## src/rtl/dbg_pkg.sv

```systemverilog
// Shared debug package for step_ctrl: FSM state encoding, debug snapshot struct
// and the default hold/repeat timing constants.
package dbg_pkg;

  typedef enum logic [1:0] {
    S_IDLE   = 2'd0,
    S_HOLD   = 2'd1,
    S_REPEAT = 2'd2,
    S_RUN    = 2'd3
  } state_t;

  typedef struct packed {
    state_t state;
    logic   step_lvl;
    logic   mode_lvl;
  } dbg_t;

  localparam int DEF_HOLD_CYCLES   = 50_000_000;
  localparam int DEF_REPEAT_CYCLES = 10_000_000;
  localparam int DEF_CNT_W         = 26;

  function automatic int max_int(input int a, input int b);
    return (a > b) ? a : b;
  endfunction

endpackage

```

## src/rtl/step_ctrl_sync_edge.sv

```systemverilog
// Two-flop synchronizer plus an edge flop; rise only fires once the input has
// been seen low after reset, so a button held through reset is not a press.
module sync_edge (
  input  logic clk,
  input  logic reset,
  input  logic d,
  output logic q,
  output logic rise
);

  logic r_s1;
  logic r_s2;
  logic r_s3;
  logic r_fill1;
  logic r_fill2;
  logic r_armed;

  always_ff @(posedge clk) begin
    if (reset) begin
      r_s1    <= 1'b0;
      r_s2    <= 1'b0;
      r_s3    <= 1'b0;
      r_fill1 <= 1'b0;
      r_fill2 <= 1'b0;
      r_armed <= 1'b0;
    end else begin
      r_s1    <= d;
      r_s2    <= r_s1;
      r_s3    <= r_s2;
      r_fill1 <= 1'b1;
      r_fill2 <= r_fill1;
      // r_s2 only reflects the real input once the pipeline has refilled.
      if (r_fill2 && !r_s2) r_armed <= 1'b1;
    end
  end

  assign q    = r_s2;
  assign rise = r_s2 & ~r_s3 & r_armed;

endmodule

```

## src/rtl/step_ctrl.sv

```systemverilog
// CPU single-step / free-run clock-enable controller.
// Optional STEP_CTRL_AUTOREPEAT_EN adds hold-to-repeat stepping.
module step_ctrl
  import dbg_pkg::*;
#(
  parameter int HOLD_CYCLES   = DEF_HOLD_CYCLES,
  parameter int REPEAT_CYCLES = DEF_REPEAT_CYCLES,
  parameter int CNT_W         = DEF_CNT_W
) (
  input  logic        clk,
  input  logic        reset,
  input  logic        btn_step,
  input  logic        btn_mode,
  input  logic        cpu_halt,
  output logic        step_en,
  output logic        run_mode,
  output logic [15:0] step_count,
  output dbg_t        dbg
);

  if (CNT_W < $clog2(max_int(HOLD_CYCLES, REPEAT_CYCLES) + 1)) begin : g_bad_cnt_w
    $error("step_ctrl: CNT_W too narrow for HOLD_CYCLES/REPEAT_CYCLES");
  end

  logic        w_step_lvl;
  logic        w_step_rise;
  logic        w_mode_lvl;
  logic        w_mode_rise;
  state_t      r_state;
  logic        r_step;
  logic        r_run;
  logic [15:0] r_step_count;

`ifdef STEP_CTRL_AUTOREPEAT_EN
  localparam logic [CNT_W-1:0] HOLD_LAST = CNT_W'(HOLD_CYCLES - 1);
  localparam logic [CNT_W-1:0] REP_LAST  = CNT_W'(REPEAT_CYCLES - 1);
  logic [CNT_W-1:0] r_cnt;
`endif

  sync_edge u_sync_step (
    .clk   (clk),
    .reset (reset),
    .d     (btn_step),
    .q     (w_step_lvl),
    .rise  (w_step_rise)
  );

  sync_edge u_sync_mode (
    .clk   (clk),
    .reset (reset),
    .d     (btn_mode),
    .q     (w_mode_lvl),
    .rise  (w_mode_rise)
  );

  always_ff @(posedge clk) begin
    if (reset) begin
      r_state      <= S_IDLE;
      r_step       <= 1'b0;
      r_run        <= 1'b0;
      r_step_count <= 16'h0000;
`ifdef STEP_CTRL_AUTOREPEAT_EN
      r_cnt        <= '0;
`endif
    end else begin
      r_step_count <= r_step_count + 16'(step_en);
      r_step       <= 1'b0;
      if (r_state == S_RUN) begin
        if (w_mode_rise || cpu_halt) begin
          r_state <= S_IDLE;
          r_run   <= 1'b0;
        end else begin
          r_step  <= 1'b1;
        end
      end else if (w_mode_rise) begin
        // Mode toggle beats a coincident step edge, which is dropped here.
        r_state <= S_RUN;
        r_run   <= 1'b1;
        r_step  <= 1'b1;
      end else begin
        case (r_state)
          S_IDLE: begin
            if (w_step_rise) begin
              r_step  <= 1'b1;
`ifdef STEP_CTRL_AUTOREPEAT_EN
              r_cnt   <= '0;
              r_state <= S_HOLD;
`endif
            end
          end
`ifdef STEP_CTRL_AUTOREPEAT_EN
          S_HOLD: begin
            if (!w_step_lvl) begin
              r_state <= S_IDLE;
            end else if (r_cnt == HOLD_LAST) begin
              r_step  <= 1'b1;
              r_cnt   <= '0;
              r_state <= S_REPEAT;
            end else begin
              r_cnt   <= r_cnt + CNT_W'(1);
            end
          end
          S_REPEAT: begin
            if (!w_step_lvl) begin
              r_state <= S_IDLE;
            end else if (r_cnt == REP_LAST) begin
              r_step  <= 1'b1;
              r_cnt   <= '0;
            end else begin
              r_cnt   <= r_cnt + CNT_W'(1);
            end
          end
`endif
          default: r_state <= S_IDLE;
        endcase
      end
    end
  end

  // Halt gates the enable immediately, independent of the registered state.
  assign step_en    = r_step & ~cpu_halt;
  assign run_mode   = r_run;
  assign step_count = r_step_count;
  assign dbg        = '{state: r_state, step_lvl: w_step_lvl, mode_lvl: w_mode_lvl};

endmodule

```

## config.mk

```make
export PLATFORM = sky130hd
export DESIGN_NAME = step_ctrl
export DESIGN_NICKNAME = d
export VERILOG_FILES = /design/src/rtl/dbg_pkg.sv /design/src/rtl/step_ctrl_sync_edge.sv /design/src/rtl/step_ctrl.sv
export SDC_FILE = /design/constraint.sdc
export NUM_CORES = 1
export LEC_CHECK = 0
export BUFFER_PORTS_ARGS = -buffer_cell sky130_fd_sc_hd__buf_2
export CORE_MARGIN = 2
export CORE_UTILIZATION = 45
export CTS_CLUSTER_SIZE = 20
export DETAILED_ROUTE_END_ITERATION = 12
export GPL_TIMING_DRIVEN = 0
export PLACE_DENSITY = 0.64
export SLEW_MARGIN = 20
export SYNTH_ARGS = -nofsm -noshare
export SYNTH_HDL_FRONTEND = slang
export SYNTH_SLANG_ARGS = --single-unit
```

## constraint.sdc

```tcl
create_clock -name clk -period 2.1 [get_ports clk]
set_clock_uncertainty 0.05 [all_clocks]
set_input_delay 0.21 -clock clk [delete_from_list [all_inputs] [get_ports clk]]
set_output_delay 0.21 -clock clk [all_outputs]
set_load 0.01 [all_outputs]
```

==> impl_results.md <==
* First-pass GRT wire length at 3.877 mm
* Die area at 0.003080 sq mm
* Clk sinks at 29
* Max Fclk at 0.5145 GHz
* Hold worst-path end: u_sync_step.r_s1
* Slew Limit Fails at 0
* Final setup fails at 0
* Tmin final at 1944 ps
* # diodes at 0
* Most common flop cell mapped by yosys: dfxtp_1
* Post-route ant nets at 0
* Sequential area share after synthesis at 0.4864
* Hold crit path type: input pin to flop
* P_int at 0.0007100 W
* Flop2flop setup slack at 160 ps
* Psw at 0.0002039 W
* Max-capacitance violation count at 0
* Pre-CTS setup slack at 89.22 ps
* Clock slew at reported path FFs at 90 ps
* Post-synth ARST share at 0
* Clk root buf: clkbuf_4
* CP arrival at 2110 ps
* TritonCTS clock tree: done
* Detailed Route Iter0 Violations at 13
* Min-delay src: btn_step
* Setup ws final at 156.2 ps
* Die Wd at 55.50 um
* DRC viols at 0
* Post-synth EDFFs at 0
* Max rail drop VDD at 0.4176 mV
* Total wire length at 2.290 mm
* GPL Wtd Cong at 0.7704
* Vias in the first global route at 865
* Gate power share at 0.039
* Setup tns final at 0 ps
* Tightest Pin Transition at 418.9 ps
* Average size of a mapped cell at 9.473 sq um
* WS Path Type: flop to flop
* Crit path required time at 2270 ps
* R2R cell count at 6
* Critical Path Fanout Max at 6
* Total Nets Final at 167
* TritonRoute pass-1 iters at 4
* Via count at 976
* Total track usage at 0.1657
* Leak at 0.5936 nW
* Share of layout cells above drive strength 1 at 0.2813
* Reg-to-reg critical path endpoint: step_count[14]
* Hold path cells at 2
* Die Y-Extent at 55.50 um
* Clock latency on the worst-skew pair at 320 ps
* Share of the synthesized area in the top cell type at 0.4864
* Switching Fraction at 0.2231
* Synth cell types at 28
* H-tree lvl count at 2
* Post-CTS setup buffer count at 0
* Pwr dens at 647.0 mW/mm^2
* Syn Nets at 134
* Final Hold Vio Count at 0
* Top cells by area, synth: dfxtp_1 (49%), nor2b_1 (5.8%), a21oi_1 (5.0%), nand3_1 (3.4%), ha_1 (3.1%)
* Cell Area, Synth at 0.001194 sq mm
* Commonest non-fill, non-tap cell in the layout: dfxtp_1
* Unrepaired setup endpoints after global routing: no
* Core Area at 0.002500 sq mm
* Register area at 580.6 sq um
* Total CTS buffers at 5
* Total grt overflow at 0
* Most frequent cells in the layout: dfxtp_1 (29), buf_2 (26), a21oi_1 (12), nor2b_1 (11), nor2_1 (10)
* Flop pwr share at 0.618
* Synth area leader: dfxtp_1
* Startpoint Class: flop
* Multi-input gate area at 536.8 sq um
* Average routed wire per standard cell at 12.05 um
* Initial Utilization at 0.4775
* Syn Inst Count at 126
* Ports at 27
* Period utilization at 0.9256
* Synthesis Warnings at 0
* I/O Buffers at 26
* Area Overhead vs Synth at 18.34%
* Clock Path Buffers at 2
* Clock power frac at 0.343
* Vias per cell at 5.137
* Status: finished clean
* Reg2reg start: r_step
* CP Launch Point: r_step
* Relative slew slack at 0.7207
* Flops & latches, synth at 29
* Initial antenna violation count at 0
* Fillers at 247
* Dpl hpwl at 1.719 mm
* Largest net degree at the start of global routing at 11
* Util after Layout at 0.5651
* CP Capture Type: flop
* # rows at 18
## Yosys cell counts (4+ instances only)
master and number:
o31ai_1 4, or4_1 4, inv_1 4, dfxtp_1 29
o21ai_0 4, nand2_1 4, nand4_1 4, nand3_1 8
a21oi_1 12, nor2_1 10, nor2b_1 11
## per-layer routing
layer,vias to the layer above,share of wire,track usage
met1,435,0.47,0.2108
li1,509,-,-
met5,-,0,0
met4,0,0.025,0.1150
met2,26,0.45,0.2364
met3,6,0.050,0.05152
## cell families (layout without fill, tap and decap cells)
kind of cell / after synthesis / in the layout / share of synthesized area
muxes: 3 / 3 / 0.02830
xor gates and xnor gates: 3 / 3 / 0.02202
AOI/OAI and AO/OA: 22 / 22 / 0.1059
and+or+nand+nor: 54 / 54 / 0.2600
buffers and inverters: 12 / 46 / 0.06602
adders and majority gates: 3 / 3 / 0.03145
DFF: 29 / 29 / 0.4864
## flip-flops by register name, summed over array words and instances, names as in the netlist
name and count:
u_sync_mode.q 1, u_sync_step.r_armed 1, u_sync_mode.r_s1 1, u_sync_step.r_s1 1, u_sync_mode.r_armed 1, u_sync_step.r_s3 1, r_state 1, u_sync_mode.r_fill1 1
u_sync_mode.r_s3 1, run_mode 1, u_sync_mode.r_fill2 1, step_count 16, u_sync_step.q 1, r_step 1
## power groups by stage
stage / Clock, W / Sequential, W / Combinational, W
final: 0.000313 / 0.000565 / 0.0000360
after global routing: 0.000351 / 0.000566 / 0.0000409
after CTS: 0.000327 / 0.000565 / 0.0000369
after detailed placement: 0 / 0.000578 / 0.0000368
after global placement: 0 / 0.000577 / 0.0000356
after floorplan: 0 / 0.000577 / 0.0000237
## repair_timing
item	CTS	global route
hold buffers	0	0
endpoints found under the setup margin	0	1
resized for setup	0	1
## worst max-delay path by stage
stage | endpoint | slack, ps | cells after the start
floorplan | step_count[14] | 260 | 6
global placement | step_count[14] | 50 | 7
detailed placement | step_count[14] | 90 | 7
CTS | step_count[14] | 110 | 6
global route | step_count[15] | 2 | 5
finish | step_count[14] | 160 | 6
## worst max-delay path, cell delays in order, from the launching register on
cell,delay [ps]
dfxtp_1,300
nor2b_1,250
ha_1,220
ha_2,250
nand4_1,110
nor4_1,290
mux2_2,370
## layout make-up
type / count / area share
timing repair buffer: 26 / 0.09212
buffer: 8 / 0.04517
sequential: 29 / 0.4110
tap: 30 / 0.02657
clock buffer: 8 / 0.03454
multi-input combinational: 85 / 0.3800
inverter: 4 / 0.01063
## per-stage QoR
stage	total power (W)	hold slack [ps]	instance area, sq um	std cells
after detailed placement	0.0006147	374.4	1361	182
after global routing	0.0009576	50.68	1413	190
after global placement	0.0006128	368.6	1361	182
after floorplan	0.0006005	288.2	1194	126
final	0.0009139	42.51	1413	190
after CTS	0.0009291	29.68	1410	190
(Power assumes the default switching activity.)
